### config.mk
export PLATFORM = sky130hd
export DESIGN_NAME = line_fill_unit
export DESIGN_NICKNAME = d
export VERILOG_FILES = /design/src/rtl/line_fill_pkg.sv /design/src/rtl/line_fill_buffer.sv /design/src/rtl/line_fill_unit.sv
export SDC_FILE = /design/constraint.sdc
export NUM_CORES = 1
export LEC_CHECK = 0
export ABC_AREA = 1
export CAP_MARGIN = 20
export CELL_PAD_IN_SITES_DETAIL_PLACEMENT = 0
export CELL_PAD_IN_SITES_GLOBAL_PLACEMENT = 1
export CORE_AREA = 2 2 316 240
export DETAILED_ROUTE_END_ITERATION = 12
export DIE_AREA = 0 0 318 242
export PLACE_DENSITY_LB_ADDON = 0.2
export SLEW_MARGIN = 20
export SYNTH_ARGS = -nofsm -noshare
export SYNTH_HDL_FRONTEND = slang
export SYNTH_SLANG_ARGS = --single-unit
export TNS_END_PERCENT = 5
### constraint.sdc
create_clock -name clk -period 1.5 [get_ports clk]
set_input_delay 0.225 -clock clk [delete_from_list [all_inputs] [get_ports clk]]
set_output_delay 0.225 -clock clk [all_outputs]
set_load 0.01 [all_outputs]
### src/rtl/line_fill_pkg.sv
// line_fill_pkg: shared types, constants and helpers for the line fill engine.
//   fill_state_t       : fill FSM states (IDLE, ISSUE, WAIT, DONE)
//   LINE_WORDS_DEFAULT : default words per cache line
//   OFFS               : word-offset width for the default line size
//   line_align()       : clears the word-offset and byte-offset bits of an address
package line_fill_pkg;

   typedef enum logic [1:0] {IDLE, ISSUE, WAIT, DONE} fill_state_t;

   localparam int unsigned LINE_WORDS_DEFAULT = 16;
   localparam int unsigned OFFS = $clog2(LINE_WORDS_DEFAULT);

   // Line-aligned byte address: low (offs+2) bits forced to zero.
   function automatic logic [63:0] line_align(input logic [63:0] addr,
                                              input int unsigned offs);
      logic [63:0] mask;
      mask = ~((64'd1 << (offs + 2)) - 64'd1);
      return addr & mask;
   endfunction

endpackage

### src/rtl/line_fill_buffer.sv
// line_fill_buffer: LINE_WORDS x WORD_WIDTH line buffer.
//   clk       : clock
//   clr       : synchronous clear of every slot
//   we        : write enable
//   widx      : slot written when we=1
//   wdata     : word written
//   line_flat : slot i at bits [i*WORD_WIDTH +: WORD_WIDTH]
module line_fill_buffer #(
   parameter int unsigned WORD_WIDTH = 32,
   parameter int unsigned LINE_WORDS = 16
) (
   input  logic                             clk,
   input  logic                             clr,
   input  logic                             we,
   input  logic [$clog2(LINE_WORDS)-1:0]    widx,
   input  logic [WORD_WIDTH-1:0]            wdata,
   output logic [LINE_WORDS*WORD_WIDTH-1:0] line_flat
);

   logic [WORD_WIDTH-1:0] mem_q [LINE_WORDS];
   logic [WORD_WIDTH-1:0] mem_d [LINE_WORDS];

   always_comb begin
      mem_d = mem_q;
      if (we) begin
         mem_d[widx] = wdata;
      end
   end

   always_ff @(posedge clk) begin
      if (clr) begin
         for (int unsigned i = 0; i < LINE_WORDS; i++) begin
            mem_q[i] <= '0;
         end
      end else begin
         mem_q <= mem_d;
      end
   end

   always_comb begin
      line_flat = '0;
      for (int unsigned i = 0; i < LINE_WORDS; i++) begin
         line_flat[i*WORD_WIDTH +: WORD_WIDTH] = mem_q[i];
      end
   end

endmodule

### src/rtl/line_fill_unit.sv
// line_fill_unit: cache-line fill engine. Accepts one line request, issues
// LINE_WORDS single-word memory reads (one outstanding), assembles the line
// and presents it downstream.
//   req_*        : line request handshake (req_addr = any byte in the line)
//   mem_read_*   : word read port (address valid/ready, data valid pulse)
//   mem_addr_valid : read request valid
//   line_*       : assembled line, line-aligned byte address, valid/ready
//   crit_*       : early copy of the requested word
// Optional feature macro LINE_FILL_CRIT_FIRST_EN: fetch in wrapped order
// starting at the requested word and pulse crit_valid after the first
// word arrives. Without it fetch starts at word 0 and crit_* are tied to 0.
module line_fill_unit
   import line_fill_pkg::*;
#(
   parameter int unsigned WORD_WIDTH = 32,
   parameter int unsigned ADDR_WIDTH = 32,
   parameter int unsigned LINE_WORDS = LINE_WORDS_DEFAULT
) (
   input  logic                             clk,
   input  logic                             rst,
   input  logic                             req_valid,
   output logic                             req_ready,
   input  logic [ADDR_WIDTH-1:0]            req_addr,
   output logic [ADDR_WIDTH-3:0]            mem_read_addr,
   output logic                             mem_addr_valid,
   input  logic                             mem_read_ready,
   input  logic [WORD_WIDTH-1:0]            mem_read_data,
   input  logic                             mem_read_valid,
   output logic                             line_valid,
   input  logic                             line_ready,
   output logic [LINE_WORDS*WORD_WIDTH-1:0] line_data,
   output logic [ADDR_WIDTH-1:0]            line_addr,
   output logic                             crit_valid,
   output logic [WORD_WIDTH-1:0]            crit_data
);

   localparam int unsigned OFFS_W = $clog2(LINE_WORDS);
   localparam int unsigned IDX_W  = ADDR_WIDTH - OFFS_W - 2;

   fill_state_t           state_q, state_d;
   logic [IDX_W-1:0]      idx_q, idx_d;
   logic [OFFS_W-1:0]     cur_off_q, cur_off_d;
   logic [OFFS_W:0]       count_q, count_d;
   logic                  req_ready_q, req_ready_d;
   logic                  mem_addr_valid_q, mem_addr_valid_d;
   logic [ADDR_WIDTH-3:0] mem_read_addr_q, mem_read_addr_d;
   logic                  line_valid_q, line_valid_d;
   logic [ADDR_WIDTH-1:0] line_addr_q, line_addr_d;

   logic [OFFS_W-1:0]     start_off;
   logic [OFFS_W-1:0]     nxt_off;
   logic                  buf_we;

`ifdef LINE_FILL_CRIT_FIRST_EN
   logic                  crit_valid_q, crit_valid_d;
   logic [WORD_WIDTH-1:0] crit_data_q, crit_data_d;
   assign start_off = req_addr[OFFS_W+1:2];
`else
   assign start_off = '0;
`endif

   // Offset arithmetic is modulo LINE_WORDS by width, giving the wrap-around.
   assign nxt_off = cur_off_q + OFFS_W'(1);

   always_comb begin
      state_d          = state_q;
      idx_d            = idx_q;
      cur_off_d        = cur_off_q;
      count_d          = count_q;
      req_ready_d      = req_ready_q;
      mem_addr_valid_d = mem_addr_valid_q;
      mem_read_addr_d  = mem_read_addr_q;
      line_valid_d     = line_valid_q;
      line_addr_d      = line_addr_q;
      buf_we           = 1'b0;
`ifdef LINE_FILL_CRIT_FIRST_EN
      crit_valid_d     = 1'b0;
      crit_data_d      = crit_data_q;
`endif
      unique case (state_q)
         IDLE: begin
            // req_ready is low only in the first cycle after reset.
            req_ready_d = 1'b1;
            if (req_valid && req_ready_q) begin
               idx_d            = req_addr[ADDR_WIDTH-1:OFFS_W+2];
               cur_off_d        = start_off;
               count_d          = '0;
               line_addr_d      = ADDR_WIDTH'(line_align(64'(req_addr), OFFS_W));
               req_ready_d      = 1'b0;
               mem_addr_valid_d = 1'b1;
               mem_read_addr_d  = {req_addr[ADDR_WIDTH-1:OFFS_W+2], start_off};
               state_d          = ISSUE;
            end
         end
         ISSUE: begin
            if (mem_addr_valid_q && mem_read_ready) begin
               mem_addr_valid_d = 1'b0;
               state_d          = WAIT;
            end
         end
         WAIT: begin
            if (mem_read_valid) begin
               buf_we    = 1'b1;
               cur_off_d = nxt_off;
               count_d   = count_q + (OFFS_W+1)'(1);
`ifdef LINE_FILL_CRIT_FIRST_EN
               if (count_q == '0) begin
                  crit_valid_d = 1'b1;
                  crit_data_d  = mem_read_data;
               end
`endif
               if (count_q == (OFFS_W+1)'(LINE_WORDS - 1)) begin
                  line_valid_d = 1'b1;
                  state_d      = DONE;
               end else begin
                  mem_addr_valid_d = 1'b1;
                  mem_read_addr_d  = {idx_q, nxt_off};
                  state_d          = ISSUE;
               end
            end
         end
         DONE: begin
            if (line_ready) begin
               line_valid_d = 1'b0;
               req_ready_d  = 1'b1;
               state_d      = IDLE;
            end
         end
         default: state_d = IDLE;
      endcase
   end

   always_ff @(posedge clk) begin
      if (rst) begin
         state_q          <= IDLE;
         idx_q            <= '0;
         cur_off_q        <= '0;
         count_q          <= '0;
         req_ready_q      <= 1'b0;
         mem_addr_valid_q <= 1'b0;
         mem_read_addr_q  <= '0;
         line_valid_q     <= 1'b0;
         line_addr_q      <= '0;
`ifdef LINE_FILL_CRIT_FIRST_EN
         crit_valid_q     <= 1'b0;
         crit_data_q      <= '0;
`endif
      end else begin
         state_q          <= state_d;
         idx_q            <= idx_d;
         cur_off_q        <= cur_off_d;
         count_q          <= count_d;
         req_ready_q      <= req_ready_d;
         mem_addr_valid_q <= mem_addr_valid_d;
         mem_read_addr_q  <= mem_read_addr_d;
         line_valid_q     <= line_valid_d;
         line_addr_q      <= line_addr_d;
`ifdef LINE_FILL_CRIT_FIRST_EN
         crit_valid_q     <= crit_valid_d;
         crit_data_q      <= crit_data_d;
`endif
      end
   end

   line_fill_buffer #(
      .WORD_WIDTH (WORD_WIDTH),
      .LINE_WORDS (LINE_WORDS)
   ) u_buffer (
      .clk       (clk),
      .clr       (rst),
      .we        (buf_we),
      .widx      (cur_off_q),
      .wdata     (mem_read_data),
      .line_flat (line_data)
   );

   assign req_ready      = req_ready_q;
   assign mem_addr_valid = mem_addr_valid_q;
   assign mem_read_addr  = mem_read_addr_q;
   assign line_valid     = line_valid_q;
   assign line_addr      = line_addr_q;
`ifdef LINE_FILL_CRIT_FIRST_EN
   assign crit_valid     = crit_valid_q;
   assign crit_data      = crit_data_q;
`else
   assign crit_valid     = 1'b0;
   assign crit_data      = '0;
`endif

endmodule

==> results of run 1 <==
-- per-stage QoR --
stage	setup TNS (ps)	worst slack [ps]	power [mW]	instances
2_1_floorplan	-92.5	-9.25	20.7	2849
5_1_grt	-42670	-179	43.2	4473
6_report	-9560	-126	41.5	4474
4_1_cts	-24070	-224	40.5	4441
3_3_place_gp	-186400	-491	24.3	4317
3_5_place_dp	-197070	-511	24.3	4317
-- power breakdown --
group / internal, mW / total (mW) / leakage, nW / switching [mW]
registers: 16.2 / 16.7 / 4.70 / 0.498
logic: 3.36 / 8.45 / 10.1 / 5.09
clock network: 9.60 / 16.4 / 1.07 / 6.77
-- path summary, 6_finish.rpt --
check                          startpoint                              to  cells past startpoint
setup / recovery  count_q[1]$_SDFFE_PP0P_  mem_read_addr[17]$_SDFFE_PP0P_                      9
hold / removal               req_addr[11]           idx_q[5]$_SDFFE_PP0P_                      3
setup reg to reg  count_q[1]$_SDFFE_PP0P_  mem_read_addr[17]$_SDFFE_PP0P_                      9
hold reg to reg    idx_q[14]$_SDFFE_PP0P_          idx_q[14]$_SDFFE_PP0P_                      2
-- cell type report --
class                   count  area [um2]
multi-input cells        1896        9560
clock buffers              94        1950
inverters                  58         236
flip-flops and latches    582       11700
well taps                 979        1220
fillers                  7350       40900
clock inverters            21         230
diodes                      1        2.50
repair buffers            843        8390
-- what timing repair did --
item | CTS | global route
resized for setup | 758 | 429
buffers inserted | 8 | 21
pin swaps | 8 | 33
cloned | 1 | 11
endpoints found under the setup margin | 1107 | 958
-- layout by cell type (no fill, tap or decap), drive strengths merged --
master,instances
clkdlybuf4s15,36
a21oi,66
conb,39
ha,6
nor2,808
nand3,40
inv,59
clkdlybuf4s50,63
nand4,2
bufinv,3
and3,1
nand2,106
o21ai,572
dfxtp,582
buf,218
clkinvlp,3
nor3,256
diode,1
clkinv,14
clkbuf,154
dlygate4sd2,466
-- worst reg2reg max path, cell delays in order (launching register included) --
cell and delay (ps):
dfxtp_2 330, ha_4 170, nand2_4 70, nor2_4 50
ha_4 160, o21ai_4 230, nand2_4 170, clkbuf_16 230
nand2_4 60, a21oi_2 40
-- flip-flops by register name, indices dropped and copies added, names as in the netlist, 2 cells and up --
name and cells:
mem_read_addr 30, idx_q 26, state_q 2, cur_off_q 4
u_buffer.line_flat 512, count_q 5
-- metal layers --
metal  vias to the layer above  share of wire, %  track usage, %
met5                         -                 0               0
met4                         0               3.6            8.82
met3                       157               6.7            6.26
met2                       718                47            40.0
met1                     10409                43            30.3
li1                      10424                 -               -
-- cell families (layout without fill, tap and decap cells) --
family | after synthesis | count (layout) | synth area share [%]
buffers and inverters | 372 | 1016 | 8.70
AOI/OAI and AO/OA | 638 | 638 | 14.5
and+or+nand+nor | 1212 | 1213 | 23.3
adders and majority gates | 6 | 6 | 0.342
other | 1 | 40 | 0.0171
DFF | 582 | 582 | 53.1
-- synthesized netlist by cell type (all sizes together) --
cell    number  area share [%]
clkbuf     148             2.5
buf        166             5.2
nand3       40            0.91
nand2      106             1.9
nor2       807              15
dfxtp      582              53
nor3       256             5.8
and3         1           0.029
inv         58            0.99
a21oi       66             1.5
o21ai      572              13
ha           6            0.34
conb         1           0.017
nand4        2           0.057
==> metrics, run 1 <==
detailed-route DRC error count 0; global-route wire length before repair 141,000 um; number of warnings printed during yosys synthesis 0; Worst Path Class, Setup reg2reg; input/output buffers 634; startpoint class of the critical path flop; violated checks negative setup slack; starting density of the core 29.6%; clock tree buffer depth 3; Max stage delay cell, worst path dfxtp_2; Max-Cap Viols 0; Hold Crit Class in2reg; VDD IR max 0.803 mV; Layout area overhead 51.6%; nature of the critical path endpoint flop; final clock skew approximately 16 ps; TritonRoute pass-1 iters 5; number of hold buffers added after cts 0; initial antenna violation count 1; placeable core region 0.0741 mm2; number of hold violations in the final report 0; largest fanout on the critical path 6; total power density per cell area between 1000 and 1500 mW/mm2; wire per inst about 22 um; sequential fraction of the synthesis area 53.1%; worst hold slack after final layout 270 ps; gate count of the mapped netlist 2,811; residual overflow from global routing 0; Net count, final between 3,000 and 4,000; buffer type at the clock tree root clkbuf_16; RSZ-0062 raised after global routing true; total track usage about a quarter; final HPWL from detailed placement 65,100 um; top achievable clock speed 615 MHz; total clock sinks 582; cell area after layout 0.0333 mm2; cell family contributing the most delay on the critical path simple AND/OR/NAND/NOR gates; number of standard-cell rows in the floorplan 87; post-route ant nets 0; I/O Pins 680; Critical Path Most Common Cell nand2_4; die extent in y 242 um; routed via count 21,708; Final WS setup -126 ps; combined buffer and inverter count along the critical path 1; result of the run finished, violations left; final weighted congestion in routability-driven placement 0.839; static leakage power 15.9 nW; flop2flop setup slack -130 ps; post-synth cell types 25; number of flip-flops and latches in the synthesized netlist 582; number of endpoints failing setup at the final stage between 200 and 250; total clock buffers created by CTS 66; Clock H-tree levels 3; Final Slew Violations 0; biggest cell delay along the critical path 330 ps; clock period minus worst slack 1630 ps; Post-Synthesis Mean Instance Area about 7.8 um2; post-synthesis instance area 0.0219 mm2; crit share post-route 108%; arrival time of the worst setup path 2120 ps; ratio of cells with drive above 1 in the final layout about a fifth; via count of the first global-routing pass approximately 21,000; clock tree from TritonCTS built; DRT Wirelength around 98,000 um; critical path, cell by cell ha_4 -> nand2_4 -> nor2_4 -> ha_4 -> o21ai_4 -> nand2_4 -> clkbuf_16 -> nand2_4 -> a21oi_2; pin count of the biggest net entering global routing 56; Worst-path clk slew about 60 ps; DP Area a little over 0.03 mm2; later-pin clock latency in the skew report 620 ps; Die Span X 318 um; core occupancy in the finished layout 44.9%; WP data required 1990 ps; per-cell via count in the routed design around 4.9; Die Outline Area 0.0770 mm2; number of DRC violations after detailed-routing iteration 0 1,537
(Power assumes the default switching activity.)
==> run 2: changes to the inputs <==
--- a/config.mk
+++ b/config.mk
@@ -5,13 +5,12 @@
 export SDC_FILE = /design/constraint.sdc
 export NUM_CORES = 1
 export LEC_CHECK = 0
-export ABC_AREA = 1
 export CAP_MARGIN = 20
 export CELL_PAD_IN_SITES_DETAIL_PLACEMENT = 0
 export CELL_PAD_IN_SITES_GLOBAL_PLACEMENT = 1
-export CORE_AREA = 2 2 316 240
+export CORE_AREA = 5 5 321 245
 export DETAILED_ROUTE_END_ITERATION = 12
-export DIE_AREA = 0 0 318 242
+export DIE_AREA = 0 0 326 250
 export PLACE_DENSITY_LB_ADDON = 0.2
 export SLEW_MARGIN = 20
 export SYNTH_ARGS = -nofsm -noshare
==> run 2 against run 1 <==
  * The run still ends with negative setup slack left
  * Die area up 5.9%
  * Critical path depth down 2
  * Final area up 4.0%
  * Power is 19% lower
  * Cell count decreased by 1.4%
  * Clock skew is 10 ps higher
  * Synthesized cell count grew 0.28%
  * Global-route usage grew 1.3 points
  * Utilization increased by 0.94 points
  * First-iteration DRC count rose by 68%
  * Non-clock buffer count up 31
  * Worst setup slack worse by 160 ps
  * Critical path type unchanged
==> metrics, run 2 <==
result of the run finished, violations left (unchanged); violated checks negative setup slack (unchanged); primary flip-flop cell chosen by synthesis mapping dfxtp_1 (unchanged); total power density per cell area 967 mW/mm2 (was 1250 mW/mm2); fraction of synthesis flops using an asynchronous set or reset pin 0% (unchanged); worst hold slack after final layout 85.4 ps (was 270 ps); sequential share of power 46.7% (was 40.2%); input/output buffers 634 (unchanged); total clock buffers created by CTS 60 (was 66); buffer type at the clock tree root clkbuf_16 (unchanged); nature of the critical path endpoint flop (unchanged); TritonRoute pass-1 iters 8 (was 5); R2R depth 7 (was 9); critical path, cell by cell ha_4 -> and3_4 -> ha_4 -> nand3b_1 -> a21o_1 -> buf_6 -> a211oi_1 (was ha_4 -> nand2_4 -> nor2_4 -> ha_4 -> o21ai_4 -> nand2_4 -> clkbuf_16 -> nand2_4 -> a21oi_2); routed via count 24,421 (was 21,708); Final WS setup -288 ps (was -126 ps); clock period minus worst slack 1790 ps (was 1630 ps); number of standard-cell rows in the floorplan 88 (was 87); sequential fraction of the synthesis area 50.6% (was 53.1%); DRT Wirelength 114,000 um (was 98,300 um); ratio of cells with drive above 1 in the final layout 21.0% (was 19.1%); Layout area overhead 50.3% (was 51.6%); crit share post-route 119% (was 108%); global-route wire length before repair 159,000 um (was 141,000 um); residual overflow from global routing 0 (unchanged); number of DRC violations after detailed-routing iteration 0 2,582 (was 1,537); post-synth cell types 43 (was 25); post-synthesis instance area 0.0230 mm2 (was 0.0219 mm2); per-cell via count in the routed design 5.53 (was 4.85); flop2flop setup slack -290 ps (was -130 ps); total clock sinks 582 (unchanged); total track usage 25.5% (was 24.2%); Die Outline Area 0.0815 mm2 (was 0.0770 mm2); final setup TNS -35,050 ps (was -9560 ps); detailed-route DRC error count 0 (unchanged); commonest cells after routing, fill and taps aside a21oi_1, nand3_1, dfxtp_1 (was nor2_1, dfxtp_1, dlygate4sd2_1); Worst-path clk slew 60 ps (about the same); wire per inst 25.8 um (was 22.0 um); arrival time of the worst setup path 2310 ps (was 2120 ps); r2r endpoint mem_read_addr[16]$_SDFFE_PP0P_ (was mem_read_addr[17]$_SDFFE_PP0P_); internal power contribution 25.4 mW (was 29.2 mW); die extent in y 250 um (was 242 um); later-pin clock latency in the skew report 620 ps (about the same); Worst Path Class, Setup reg2reg (unchanged); final clock skew 26.7 ps (was 16.4 ps); static leakage power 13.4 nW (was 15.9 nW); most common cell after layout, fill and taps aside a21oi_1 (was nor2_1); most area-consuming cells after synthesis dfxtp_1, a21oi_1, nand3_1, o21ai_0, clkbuf_1 (was dfxtp_1, nor2_1, o21ai_0, nor3_1, o21ai_1); count of fill cells added during filler insertion 7,361 (was 7,350); Max-Cap Viols 0 (unchanged); Hold Crit Class in2reg (unchanged); most instantiated library cell after synthesis dfxtp_1 (was nor2_1); biggest cell delay along the critical path 340 ps (was 330 ps); VDD IR max 0.863 mV (was 0.803 mV); WP data required 2020 ps (was 1990 ps); via count of the first global-routing pass 22,711 (was 20,832); final HPWL from detailed placement 73,300 um (was 65,100 um); placeable core region 0.0755 mm2 (was 0.0741 mm2); clock tree buffer depth 3 (unchanged); Clock H-tree levels 2 (was 3); Final Slew Violations 0 (unchanged); Synth top area share 50.6% (was 53.1%); final weighted congestion in routability-driven placement 0.834 (was 0.839); Sw Ratio 24.2% (was 29.8%); Net count, final 3,449 (was 3,523); portion of total power attributed to the clock network 46.1% (was 39.4%); Logic pwr share 7.2% (was 20.4%); startpoint class of the critical path flop (unchanged); I/O Pins 680 (unchanged); post-route ant nets 0 (unchanged); number of endpoints failing setup at the final stage 507 (was 249); net load switching power 8.11 mW (was 12.4 mW); RSZ-0062 raised after global routing true (unchanged); Post-synth EDFFs 0 (unchanged); Reg-to-Reg Start count_q[1]$_SDFFE_PP0P_ (unchanged); Die Span X 326 um (was 318 um); Critical Path Most Common Cell ha_4 (was nand2_4); Post-Synthesis Mean Instance Area 8.17 um2 (was 7.81 um2); number of hold violations in the final report 0 (unchanged); number of flip-flops and latches in the synthesized netlist 582 (unchanged); end point of the critical path mem_read_addr[16]$_SDFFE_PP0P_ (was mem_read_addr[17]$_SDFFE_PP0P_); Synth area leader dfxtp_1 (unchanged); top achievable clock speed 559 MHz (was 615 MHz); initial antenna violation count 6 (was 1); Worst Setup SP count_q[1]$_SDFFE_PP0P_ (unchanged); Largest register FFs 512 (unchanged); gate count of the mapped netlist 2,819 (was 2,811); number of warnings printed during yosys synthesis 0 (unchanged); pin count of the biggest net entering global routing 110 (was 56); Max stage delay cell, worst path dfxtp_2 (unchanged); clock tree from TritonCTS built (unchanged); commonest cells in the synthesized netlist dfxtp_1, a21oi_1, nand3_1 (was nor2_1, dfxtp_1, o21ai_0); starting density of the core 30.5% (was 29.6%); largest fanout on the critical path 14 (was 6)
-- run 2: metal layers --
| metal | global-route usage [%] | part of all wire, % | wire length [um] |
|---|---|---|---|
| met5 | 0 | 0.0097 | 11 |
| met3 | 4.88 | 8.2 | 9340 |
| met2 | 41.9 | 47 | 53500 |
| met1 | 34.3 | 42 | 47700 |
| met4 | 7.14 | 3.0 | 3430 |
-- run 2: logic make-up (layout without fill, tap and decap cells) --
group / after synthesis / after routing / synth area share [%]
AO/OA/AOI/OAI: 1129 / 1129 / 25.3
AND/OR/NAND/NOR: 619 / 620 / 13.6
flip-flops: 582 / 582 / 50.6
multiplexers: 27 / 27 / 1.32
adder cells (fa/ha/maj): 6 / 6 / 0.326
buffers and inverters: 452 / 1016 / 8.71
XOR/XNOR: 3 / 3 / 0.114
other: 1 / 40 / 0.0163
-- run 2: area by class of cell --
type                    instances  area (um2)  share of cell area, %
clock buffers                  96        1820                   5.25
inverters                      31         116                  0.336
flip-flops and latches        582       11800                   34.0
multi-input cells            1824       10100                   29.3
repair buffers                874        9330                   27.0
well taps                     990        1240                   3.58
diodes                          1        2.50                0.00723
clock inverters                15         195                  0.564
-- run 2: worst max-delay path: cells and delay by family (launching register included) --
kind | cells | cell delay (ps)
buffers and inverters | 1 | 180
AO/OA/AOI/OAI | 2 | 490
adder cells (fa/ha/maj) | 2 | 310
flip-flops | 1 | 340
AND/OR/NAND/NOR | 2 | 370
-- run 2: power by group through the flow --
stage               logic (mW)  clock network [mW]  registers (mW)
floorplan                0.925                   0            16.0
global placement          2.29                   0            16.0
detailed placement        2.31                   0            16.0
CTS                       2.28                15.7            15.6
global route              2.51                16.3            15.6
finish                    2.41                15.4            15.6
-- run 2: per-stage QoR --
| step | worst slack, ps | power, mW | area (um2) | util [%] | instances |
|---|---|---|---|---|---|
| detailed placement | -352 | 18.3 | 31900 | 42.2 | 4271 |
| CTS | -260 | 33.6 | 33700 | 44.6 | 4383 |
| global placement | -341 | 18.3 | 31900 | 42.2 | 4271 |
| finish | -288 | 33.5 | 34600 | 45.8 | 4413 |
| global route | -371 | 34.4 | 34600 | 45.8 | 4413 |
| floorplan | -311 | 16.9 | 23200 | - | 2857 |
-- run 2: how the worst min path moves through the flow --
stage / start / endpoint / cells past startpoint / slack, ps
2_1_floorplan: req_addr[6] / idx_q[0]$_SDFFE_PP0P_ / 2 / 360
3_3_place_gp: mem_read_addr[28]$_SDFFE_PP0P_ / mem_read_addr[28]$_SDFFE_PP0P_ / 2 / 450
3_5_place_dp: mem_read_addr[15]$_SDFFE_PP0P_ / mem_read_addr[15]$_SDFFE_PP0P_ / 2 / 450
4_1_cts: mem_read_data[0] / u_buffer.line_flat[96]$_SDFFE_PP0P_ / 4 / 50
5_1_grt: mem_read_data[12] / u_buffer.line_flat[492]$_SDFFE_PP0P_ / 4 / 70
6_report: mem_read_data[12] / u_buffer.line_flat[428]$_SDFFE_PP0P_ / 4 / 90
-- run 2: what timing repair did --
action / 4_1_cts / 5_1_grt
hold endpoints to repair: 19 / 0
hold buffers: 1 / 0
cloned: 0 / 19
pin swaps: 6 / 38
endpoints found under the setup margin: 1082 / 922
buffers inserted: 0 / 10
gates resized for setup: 927 / 370
==> run 3: changes to the inputs <==
--- a/config.mk
+++ b/config.mk
@@ -8,9 +8,9 @@
 export CAP_MARGIN = 20
 export CELL_PAD_IN_SITES_DETAIL_PLACEMENT = 0
 export CELL_PAD_IN_SITES_GLOBAL_PLACEMENT = 1
-export CORE_AREA = 5 5 321 245
+export CORE_AREA = 3 3 293 223
 export DETAILED_ROUTE_END_ITERATION = 12
-export DIE_AREA = 0 0 326 250
+export DIE_AREA = 0 0 296 226
 export PLACE_DENSITY_LB_ADDON = 0.2
 export SLEW_MARGIN = 20
 export SYNTH_ARGS = -nofsm -noshare
==> constraint.sdc (replaced) <==
create_clock -name clk -period 2.1 [get_ports clk]
set_input_delay 0.315 -clock clk [delete_from_list [all_inputs] [get_ports clk]]
set_output_delay 0.315 -clock clk [all_outputs]
set_load 0.01 [all_outputs]
==> run 3 against run 2 <==
  * The flow now finishes without violations
  * Count of clock-buffer cells in the layout down 3
  * Combinational power down 39%
  * Sequential share of layout area up 2.2 points
  * Clock power down 29%
  * Global-route usage up 3.7 points
  * Critical path depth down 3
  * Final area down 7.0%
==> metrics, run 3 (same netlist as run 2, synthesis figures left out) <==
startpoint class of the critical path flop (unchanged); Worst slew margin 50.1%; total track usage 29.1% (was 25.5%); Clock H-tree levels 2 (unchanged); measured slew at the worst slew-check pin between 700 and 800 ps; clock tree buffer depth 3 (unchanged); top achievable clock speed 496 MHz (was 559 MHz); total clock buffers created by CTS 58 (was 60); residual overflow from global routing 0 (unchanged); Largest register FFs 512 (unchanged); biggest cell delay along the critical path 600 ps (was 340 ps); Die Outline Area 0.0669 mm2 (was 0.0815 mm2); Reg-to-Reg Start state_q[1]$_SDFFE_PP0P_ (was count_q[1]$_SDFFE_PP0P_); die extent in y 226 um (was 250 um); nature of the critical path endpoint flop (unchanged); flop2flop setup slack 80 ps (was -290 ps); crit share post-route 96.0% (was 119%); static leakage power 10.2 nW (was 13.4 nW); per-cell via count in the routed design 5.75 (was 5.53); global-route wire length before repair 147,000 um (was 159,000 um); met2 usage in global routing 47.0% (was 41.9%); core occupancy in the finished layout 51.7% (was 45.8%); RSZ-0062 raised after global routing false (was true); final clock skew 24.2 ps (was 26.7 ps); arrival time of the worst setup path 2500 ps (was 2310 ps); global routing usage on met3 6.32% (was 4.88%); buffer type at the clock tree root clkbuf_16 (unchanged); count of fill cells added during filler insertion 5,701 (was 7,361); clock tree from TritonCTS built (unchanged); Worst-path clk slew 60 ps (about the same); starting density of the core 37.0% (was 30.5%); total power density per cell area 732 mW/mm2 (was 967 mW/mm2); input/output buffers 634 (unchanged); final HPWL from detailed placement 63,500 um (was 73,300 um); placeable core region 0.0622 mm2 (was 0.0755 mm2); pin count of the biggest net entering global routing 129 (was 110); highest-utilization routing layer at the global route stage met2 (unchanged); Layout area overhead 39.7% (was 50.3%); VDD IR max 0.491 mV (was 0.863 mV); DRT Wirelength 103,000 um (was 114,000 um); TritonRoute pass-1 iters 9 (was 8); Final Slew Violations 0 (unchanged); WP data required 2590 ps (was 2020 ps); number of hold violations in the final report 0 (unchanged); final weighted congestion in routability-driven placement 0.804 (was 0.834); wire per inst 25.2 um (was 25.8 um); met1 usage 39.2% (was 34.3%); routed via count 23,556 (was 24,421); most common cell after layout, fill and taps aside clkdlybuf4s50_1 (was a21oi_1); later-pin clock latency in the skew report 620 ps (about the same); detailed-route DRC error count 0 (unchanged); R2R depth 4 (was 7); Net count, final 3,314 (was 3,449); number of standard-cell rows in the floorplan 79 (was 88); r2r endpoint u_buffer.line_flat[4]$_SDFFE_PP0P_ (was mem_read_addr[16]$_SDFFE_PP0P_); final setup TNS 0 ps (was -35,050 ps); Max-Cap Viols 0 (unchanged); number of DRC violations after detailed-routing iteration 0 2,812 (was 2,582); buffers inserted during post-CTS setup optimization 0 (unchanged); number of endpoints failing setup at the final stage 0 (was 507); post-route ant nets 0 (unchanged); result of the run finished clean (was finished, violations left); via count of the first global-routing pass 21,461 (was 22,711); Worst Path Class, Setup reg2reg (unchanged); number of hold buffers added after cts 0 (was 1); # resized after CTS 0 (was 927); end point of the critical path u_buffer.line_flat[4]$_SDFFE_PP0P_ (was mem_read_addr[16]$_SDFFE_PP0P_); I/O Pins 680 (unchanged); critical path, cell by cell or4b_4 -> buf_12 -> o21ai_0 -> a21oi_1 (was ha_4 -> and3_4 -> ha_4 -> nand3b_1 -> a21o_1 -> buf_6 -> a211oi_1); total clock sinks 582 (unchanged); Worst Setup SP state_q[1]$_SDFFE_PP0P_ (was count_q[1]$_SDFFE_PP0P_); initial antenna violation count 7 (was 6); ratio of cells with drive above 1 in the final layout 7.61% (was 21.0%); Final Power 23.6 mW (was 33.5 mW); largest fanout on the critical path 120 (was 14); commonest cells after routing, fill and taps aside clkdlybuf4s50_1, dfxtp_1, a21oi_1 (was a21oi_1, nand3_1, dfxtp_1); Die Span X 296 um (was 326 um); Hold Crit Class in2reg (unchanged); clock period minus worst slack 2020 ps (was 1790 ps); Max stage delay cell, worst path or4b_4 (was dfxtp_2)
-- run 3: cell count changes in the layout (fill, tap and decap cells not counted), moves of 32 or more --
cell	previous run	this run
dlygate4sd2_1	398	0
a211oi_1	21	54
dfxtp_2	74	1
o21ai_0	335	490
o21ai_1	164	24
clkdlybuf4s15_2	109	0
clkdlybuf4s50_1	54	628
buf_12	107	51
clkbuf_2	40	0
a211oi_2	32	0
dfxtp_1	502	581
-- run 3: worst min-delay path by stage --
stage                     slack (ps)  cells past startpoint                              endpoint                           start
final                            120                      2  u_buffer.line_flat[314]$_SDFFE_PP0P_                             rst
after global routing             130                      2  u_buffer.line_flat[314]$_SDFFE_PP0P_                             rst
after CTS                        110                      2               count_q[4]$_SDFFE_PP0P_                             rst
after detailed placement         450                      2        mem_read_addr[29]$_SDFFE_PP0P_  mem_read_addr[29]$_SDFFE_PP0P_
after global placement           440                      2        mem_read_addr[19]$_SDFFE_PP0P_  mem_read_addr[19]$_SDFFE_PP0P_
after floorplan                  450                      2               count_q[4]$_SDFFE_PP0P_         count_q[4]$_SDFFE_PP0P_
-- run 3: worst max-delay path, delay by kind of cell, from the launching register on --
kind	cells	cell delay [ps]
simple gates	1	600
compound gates	2	440
buf+inv	1	230
flops	1	470
-- run 3: metal layers --
metal	up-vias	wire, um
met4	0	2880
met5	-	0
met1	11389	40800
met2	1259	48800
li1	10725	-
met3	183	11000
-- run 3: layout make-up --
cell class	instances	area, um2	area share, %
Antenna cell	4	10.0	0.0311
Inverter	31	116	0.362
Timing Repair Buffer	742	7770	24.2
Clock buffer	93	1800	5.58
Multi-Input combinational cell	1823	9620	29.9
Tap cell	810	1010	3.15
Sequential cell	582	11700	36.2
Clock inverter	12	191	0.595
-- run 3: per-stage QoR --
stage               setup slack [ps]  std cells  hold slack [ps]  instance area [um2]
floorplan                        199       2857              448                23200
global placement                 187       3988              445                30200
detailed placement               148       3988              446                30200
CTS                             76.1       4093              109                32200
global route                    6.98       4094              125                32200
finish                          83.0       4097              123                32200
-- run 3: report_power, final --
group	switching (mW)	internal (mW)
clock	4.49	6.43
sequential	0.0567	11.1
combinational	1.00	0.467
total	5.55	18.0
